**src/rtl/cv32e40x_pkg.sv**
```systemverilog
// Shared types and constants for the cv32e40x instruction-side memory bridge.
// A fetch response is the data word plus a bus-error flag.
package cv32e40x_pkg;

    typedef struct packed {
        logic [31:0] rdata;
        logic        err;
    } obi_inst_resp_t;

    // Right-shifting Fibonacci form of the x^16+x^14+x^13+x^11+1 polynomial:
    // the feedback bit is the XOR of state bits 0, 2, 3 and 5.
    localparam logic [15:0] INSTR_LFSR_TAPS = 16'h002D;

endpackage

```
**src/rtl/cv32e40x_instr_mem_resp_fifo.sv**
```systemverilog
// In-order response FIFO for the instruction memory bridge.
// The head is registered, so a push into an empty FIFO shows up one cycle later.
module cv32e40x_instr_mem_resp_fifo
    import cv32e40x_pkg::*;
#(
    parameter int unsigned DEPTH  = 2,
    parameter type         elem_t = obi_inst_resp_t
) (
    input  logic  clk_i,
    input  logic  rst_ni,
    input  logic  push,
    input  elem_t push_data,
    input  logic  pop,
    output logic  full,
    output logic  empty,
    output elem_t head
);

    localparam int unsigned PTR_W = (DEPTH > 1) ? $clog2(DEPTH) : 1;
    localparam int unsigned CNT_W = $clog2(DEPTH + 1);

    logic [PTR_W-1:0] wptr_q;
    logic [PTR_W-1:0] rptr_q;
    logic [CNT_W-1:0] count_q;
    elem_t            mem_q [DEPTH];

    function automatic logic [PTR_W-1:0] ptr_inc(input logic [PTR_W-1:0] p);
        return (p == PTR_W'(DEPTH - 1)) ? '0 : p + PTR_W'(1);
    endfunction

    always_ff @(posedge clk_i) begin
        if (!rst_ni) begin
            wptr_q  <= '0;
            rptr_q  <= '0;
            count_q <= '0;
        end else begin
            if (push) wptr_q <= ptr_inc(wptr_q);
            if (pop)  rptr_q <= ptr_inc(rptr_q);
            case ({push, pop})
                2'b10:   count_q <= count_q + CNT_W'(1);
                2'b01:   count_q <= count_q - CNT_W'(1);
                default: count_q <= count_q;
            endcase
        end
    end

    always_ff @(posedge clk_i) begin
        if (push) mem_q[wptr_q] <= push_data;
    end

    assign full  = (count_q == CNT_W'(DEPTH));
    assign empty = (count_q == '0);
    assign head  = mem_q[rptr_q];

endmodule

```
**src/rtl/cv32e40x_instr_obi_mem.sv**
```systemverilog
// Instruction-side OBI bridge onto a synchronous single-port SRAM with bounded
// outstanding fetches, bus errors for out-of-range addresses and optional stall injection.
module cv32e40x_instr_obi_mem
    import cv32e40x_pkg::*;
#(
    parameter int unsigned MEM_WORDS       = 4096,
    parameter logic [31:0] BASE_ADDR       = 32'h0000_0000,
    parameter int unsigned MAX_OUTSTANDING = 2,
    parameter bit          STALL_EN        = 1'b0,
    parameter logic [15:0] LFSR_SEED       = 16'hACE1
) (
    input  logic                         clk_i,
    input  logic                         rst_ni,
    input  logic                         instr_req_i,
    output logic                         instr_gnt_o,
    input  logic [31:0]                  instr_addr_i,
    output logic                         instr_rvalid_o,
    output logic [31:0]                  instr_rdata_o,
    output logic                         instr_err_o,
    output logic                         mem_req_o,
    output logic [$clog2(MEM_WORDS)-1:0] mem_addr_o,
    input  logic [31:0]                  mem_rdata_i
);

    localparam int unsigned AW    = $clog2(MEM_WORDS);
    localparam int unsigned OUT_W = 3;
    // 33-bit bounds so BASE_ADDR near the top of the map cannot wrap the limit.
    localparam logic [32:0] ADDR_LO   = {1'b0, BASE_ADDR};
    localparam logic [32:0] ADDR_HI   = ADDR_LO + (33'(MEM_WORDS) << 2);
    localparam logic [15:0] LFSR_INIT = (LFSR_SEED == 16'h0000) ? 16'h0001 : LFSR_SEED;

    logic             in_range;
    logic             stall_gnt;
    logic             stall_rvalid;
    logic [OUT_W-1:0] outstanding;
    logic             p_valid;
    logic             p_err;
    logic             fifo_push;
    logic             fifo_pop;
    logic             fifo_full;
    logic             fifo_empty;
    obi_inst_resp_t   fifo_in;
    obi_inst_resp_t   fifo_head;

    assign in_range = ({1'b0, instr_addr_i} >= ADDR_LO) && ({1'b0, instr_addr_i} < ADDR_HI);

    // A response popped this cycle frees its credit for a same-cycle grant.
    assign instr_gnt_o = instr_req_i && !stall_gnt &&
                         ((outstanding < OUT_W'(MAX_OUTSTANDING)) || instr_rvalid_o);
    assign mem_req_o   = instr_gnt_o && in_range;
    assign mem_addr_o  = AW'((instr_addr_i - BASE_ADDR) >> 2);

    always_ff @(posedge clk_i) begin
        if (!rst_ni) begin
            outstanding <= '0;
            p_valid     <= 1'b0;
            p_err       <= 1'b0;
        end else begin
            p_valid <= instr_gnt_o;
            p_err   <= !in_range;
            case ({instr_gnt_o, instr_rvalid_o})
                2'b10:   outstanding <= outstanding + OUT_W'(1);
                2'b01:   outstanding <= outstanding - OUT_W'(1);
                default: outstanding <= outstanding;
            endcase
        end
    end

    assign fifo_push     = p_valid;
    assign fifo_in.rdata = p_err ? 32'h0 : mem_rdata_i;
    assign fifo_in.err   = p_err;
    assign fifo_pop      = instr_rvalid_o;

    cv32e40x_instr_mem_resp_fifo #(
        .DEPTH  (MAX_OUTSTANDING),
        .elem_t (obi_inst_resp_t)
    ) u_resp_fifo (
        .clk_i     (clk_i),
        .rst_ni    (rst_ni),
        .push      (fifo_push),
        .push_data (fifo_in),
        .pop       (fifo_pop),
        .full      (fifo_full),
        .empty     (fifo_empty),
        .head      (fifo_head)
    );

    assign instr_rvalid_o = !fifo_empty && !stall_rvalid;
    assign instr_rdata_o  = instr_rvalid_o ? fifo_head.rdata : 32'h0;
    assign instr_err_o    = instr_rvalid_o ? fifo_head.err : 1'b0;

    generate
        if (STALL_EN) begin : g_lfsr
            logic [15:0] lfsr_q;
            always_ff @(posedge clk_i) begin
                if (!rst_ni) lfsr_q <= LFSR_INIT;
                else         lfsr_q <= {^(lfsr_q & INSTR_LFSR_TAPS), lfsr_q[15:1]};
            end
            assign stall_gnt    = lfsr_q[0];
            assign stall_rvalid = lfsr_q[1];
        end else begin : g_no_lfsr
            assign stall_gnt    = 1'b0;
            assign stall_rvalid = 1'b0;
        end
    endgenerate

    // The credit counter covers pending and queued entries, so the FIFO cannot overflow.
    assert property (@(posedge clk_i) disable iff (!rst_ni) !(fifo_full && fifo_push && !fifo_pop));

endmodule

```
**config.mk**
```make
export PLATFORM = sky130hd
export DESIGN_NAME = cv32e40x_instr_obi_mem
export DESIGN_NICKNAME = d
export VERILOG_FILES = /design/src/rtl/cv32e40x_pkg.sv /design/src/rtl/cv32e40x_instr_mem_resp_fifo.sv /design/src/rtl/cv32e40x_instr_obi_mem.sv
export SDC_FILE = /design/constraint.sdc
export NUM_CORES = 1
export LEC_CHECK = 0
export ABC_AREA = 1
export CAP_MARGIN = 10
export CORE_MARGIN = 2
export CORE_UTILIZATION = 45
export DETAILED_ROUTE_END_ITERATION = 7
export PLACE_DENSITY = 0.91
export REMOVE_ABC_BUFFERS = 1
export SLEW_MARGIN = 20
export SYNTH_ARGS = -nofsm -noshare
export SYNTH_HDL_FRONTEND = slang
export SYNTH_SLANG_ARGS = --single-unit
```
**constraint.sdc**
```tcl
create_clock -name clk_i -period 3.15 [get_ports clk_i]
set_input_delay 0.63 -clock clk_i [delete_from_list [all_inputs] [get_ports clk_i]]
set_output_delay 0.63 -clock clk_i [all_outputs]
set_load 0.02 [all_outputs]
```
==> reports/qor.yml <==
cts:
  clk_latency_ps: 350
  path_clk_slew_ps: 70
  cts_tree: "done"
  cts_hold_buf: 0
  cts_resized: 0
  htreeDepth: 3
  cts.sinks: 76
  post_cts_buffers: 0
  clock-root-buffer: "clkbuf_8"
  clk_path_buf_depth: 2
  numCtsBuffers: 9
placed_design:
  post-place-cells: 497
  hpwl_mm: 4.57
  post-place-ws_ps: 391
  gp_congestion: 0.725
  place.port_buffers: 88
sta:
  skew_ps: 5.70
  slew_viol_final: 0
  hold_violations: 0
  finalSetupViolCount: 0
  maxSlewHeadroom_pct: 34.7
  fin_crit_sh_pct: 87.6
  tightest_slew_ps: 978
  fmax_mhz: 362
  rsz0062_at_grt: "false"
  period_needed_ps: 2760
  setup_slack_ps: 391
  tns_ps: 0
logic_synthesis:
  yosys.cell_types.count: 22
  postSynthCellCount: 331
  yosys_warnings: 0
  syn_area_sq_um: 3320
  ys_ff_latch: 76
  yosysSeqAreaShare_pct: 65.7
  synth_area_per_cell_sq_um: 10.0
power:
  p_switching_mw: 1.32
  power_mw: 3.52
  switching_share_pct: 37.5
  powerDensity_nw_per_um2: 798
  p_int_mw: 2.20
  power.share.sequential_pct: 36.4
  p_clk_share_pct: 20.4
  p_leak_nw: 1.74
  max-vdd-ir-drop_mv: 0.464
  pwr-share-comb_pct: 43.2
routing:
  wl_mm: 6.96
  dr.first_iter.drc_count: 94
  viasPerCell: 4.77
  routedWlPerCell_microns: 13.6
  drc: 0
  postRouteAntennaNets: 0
  vias: 2449
  drt_pass1_iterations: 5
critical_path:
  cp-start-kind: "input port"
  path_max_fanout: 3
  crit_path_frequent_cell: "clkdlybuf4s50_1"
  max_stage_delay_ps: 620
  arrival_ps: 2130
  crit_type: "input port to primary output"
  cp_slowest_cell: "clkdlybuf4s50_1"
  path_cells: "clkdlybuf4s50_1 > o21ai_0 > nor2_1 > clkdlybuf4s50_1"
  worstPathRequired_ps: 2520
  worst_setup_path_end_kind: "primary output"
global_routing:
  grt_pass1_wl_mm: 11.1
  overflow: 0
  grt_max_degree: 35
  grt_usage_pct: 17.5
  antenna_found_initial: 0
  first_global_vias: 2483
floorplan:
  start_util_pct: 46.1
  fp.dieW_microns: 89.9
  io-pin-count: 115
  die_h_microns: 89.9
  rows: 31
  coreArea_sq_um: 7210
  die-area_sq_um: 8090
run_status:
  outcome: "completed"
flow_run:
  drv_cap: 0
min_path:
  hold_path.class: "flop to flop"
finish:
  layout_common_cells: "clkdlybuf4s50_1, nand2_1, edfxtp_1"
  syn2layout_area_growth_pct: 32.8
  antenna_cells: 0
  multi_input_area_sq_um: 823
  fillers: 579
  layout-drive-gt1-share_pct: 6.52
  layout_commonest_cell: "clkdlybuf4s50_1"
  seqCellArea_sq_um: 2180
  fin_cells: 513
  layout.nets: 478
==> state kept, by name, indices dropped and copies added, names as in the netlist, named ones only <==
name,flops
u_resp_fifo.wptr_q,1
outstanding,3
fifo_push,1
u_resp_fifo.mem_q,66
u_resp_fifo.count_q,2
u_resp_fifo.rptr_q,1
p_err,1
==> final timing paths <==
path / start / end / slack, ps / depth (start not counted)
worst max-delay path: instr_req_i / mem_req_o / 390 / 4
worst min-delay path: u_resp_fifo.rptr_q / u_resp_fifo.rptr_q / 460 / 1
worst max register to register: u_resp_fifo.wptr_q / u_resp_fifo.mem_q[1][14] / 1450 / 3
worst min register to register: u_resp_fifo.rptr_q / u_resp_fifo.rptr_q / 460 / 1
==> per-stage QoR <==
stage / cell area [sq um] / util, % / hold slack [ps]
after floorplan: 3170 / - / 425
after global placement: 4220 / 58.5 / 436
after detailed placement: 4220 / 58.5 / 453
after CTS: 4410 / 61.2 / 463
after global routing: 4410 / 61.2 / 478
final: 4410 / 61.2 / 459
==> worst max-delay path, delay by kind of cell <==
family                 cells  cell delay (ps)
buffers and inverters      2             1140
AOI/OAI and AO/OA          1              200
and+or+nand+nor            1              160
==> final cells by class <==
class / count / share of cell area, %
clock buffers: 9 / 2.81
well taps: 99 / 2.81
repair buffers: 92 / 20.9
multi-input cells: 185 / 18.7
inverters: 45 / 3.83
clock inverters: 7 / 1.53
flip-flops and latches: 76 / 49.4
==> power by group through the flow <==
stage / Sequential (mW) / Combinational, mW / Clock [mW]
after global placement: 1.29 / 1.49 / 0
after global routing: 1.29 / 1.65 / 0.771
after detailed placement: 1.30 / 1.54 / 0
after floorplan: 1.33 / 0.800 / 0
final: 1.28 / 1.52 / 0.720
after CTS: 1.28 / 1.54 / 0.733
==> metal layers <==
layer / global-route usage, % / part of all wire, %
met5: 1.92 / 0
met4: 9.36 / 2.4
met2: 31.4 / 52
met3: 5.78 / 6.9
met1: 17.8 / 39
==> kinds of logic (layout without fill, tap and decap cells) <==
kind of cell | Yosys count | in the layout | share of synthesized area [%]
buffers and inverters | 70 | 153 | 9.79
flip-flops | 76 | 76 | 65.7
AND/OR/NAND/NOR | 138 | 138 | 16.7
adder cells (fa/ha/maj) | 2 | 2 | 0.979
AO/OA/AOI/OAI | 45 | 45 | 6.89
==> cell usage after synthesis <==
master	n	share of area (%)
a21oi_1	40	6.0
inv_2	1	0.11
nor2_1	50	5.6
nand2_1	77	8.7
nand3_2	1	0.30
and3_1	1	0.19
o21ai_0	4	0.60
edfxtp_1	66	60
nand2_4	1	0.34
buf_4	15	3.4
inv_1	44	5.0
buf_2	5	0.75
nor3_1	1	0.15
ha_1	1	0.38
dfxtp_1	10	6.0
nand3_1	3	0.45
nor2_4	1	0.34
nand2_2	2	0.38
o21ai_2	1	0.26
clkbuf_1	5	0.56
nand4_1	1	0.19
fa_1	1	0.60
Note: power is estimated with default switching activity, not from simulation.
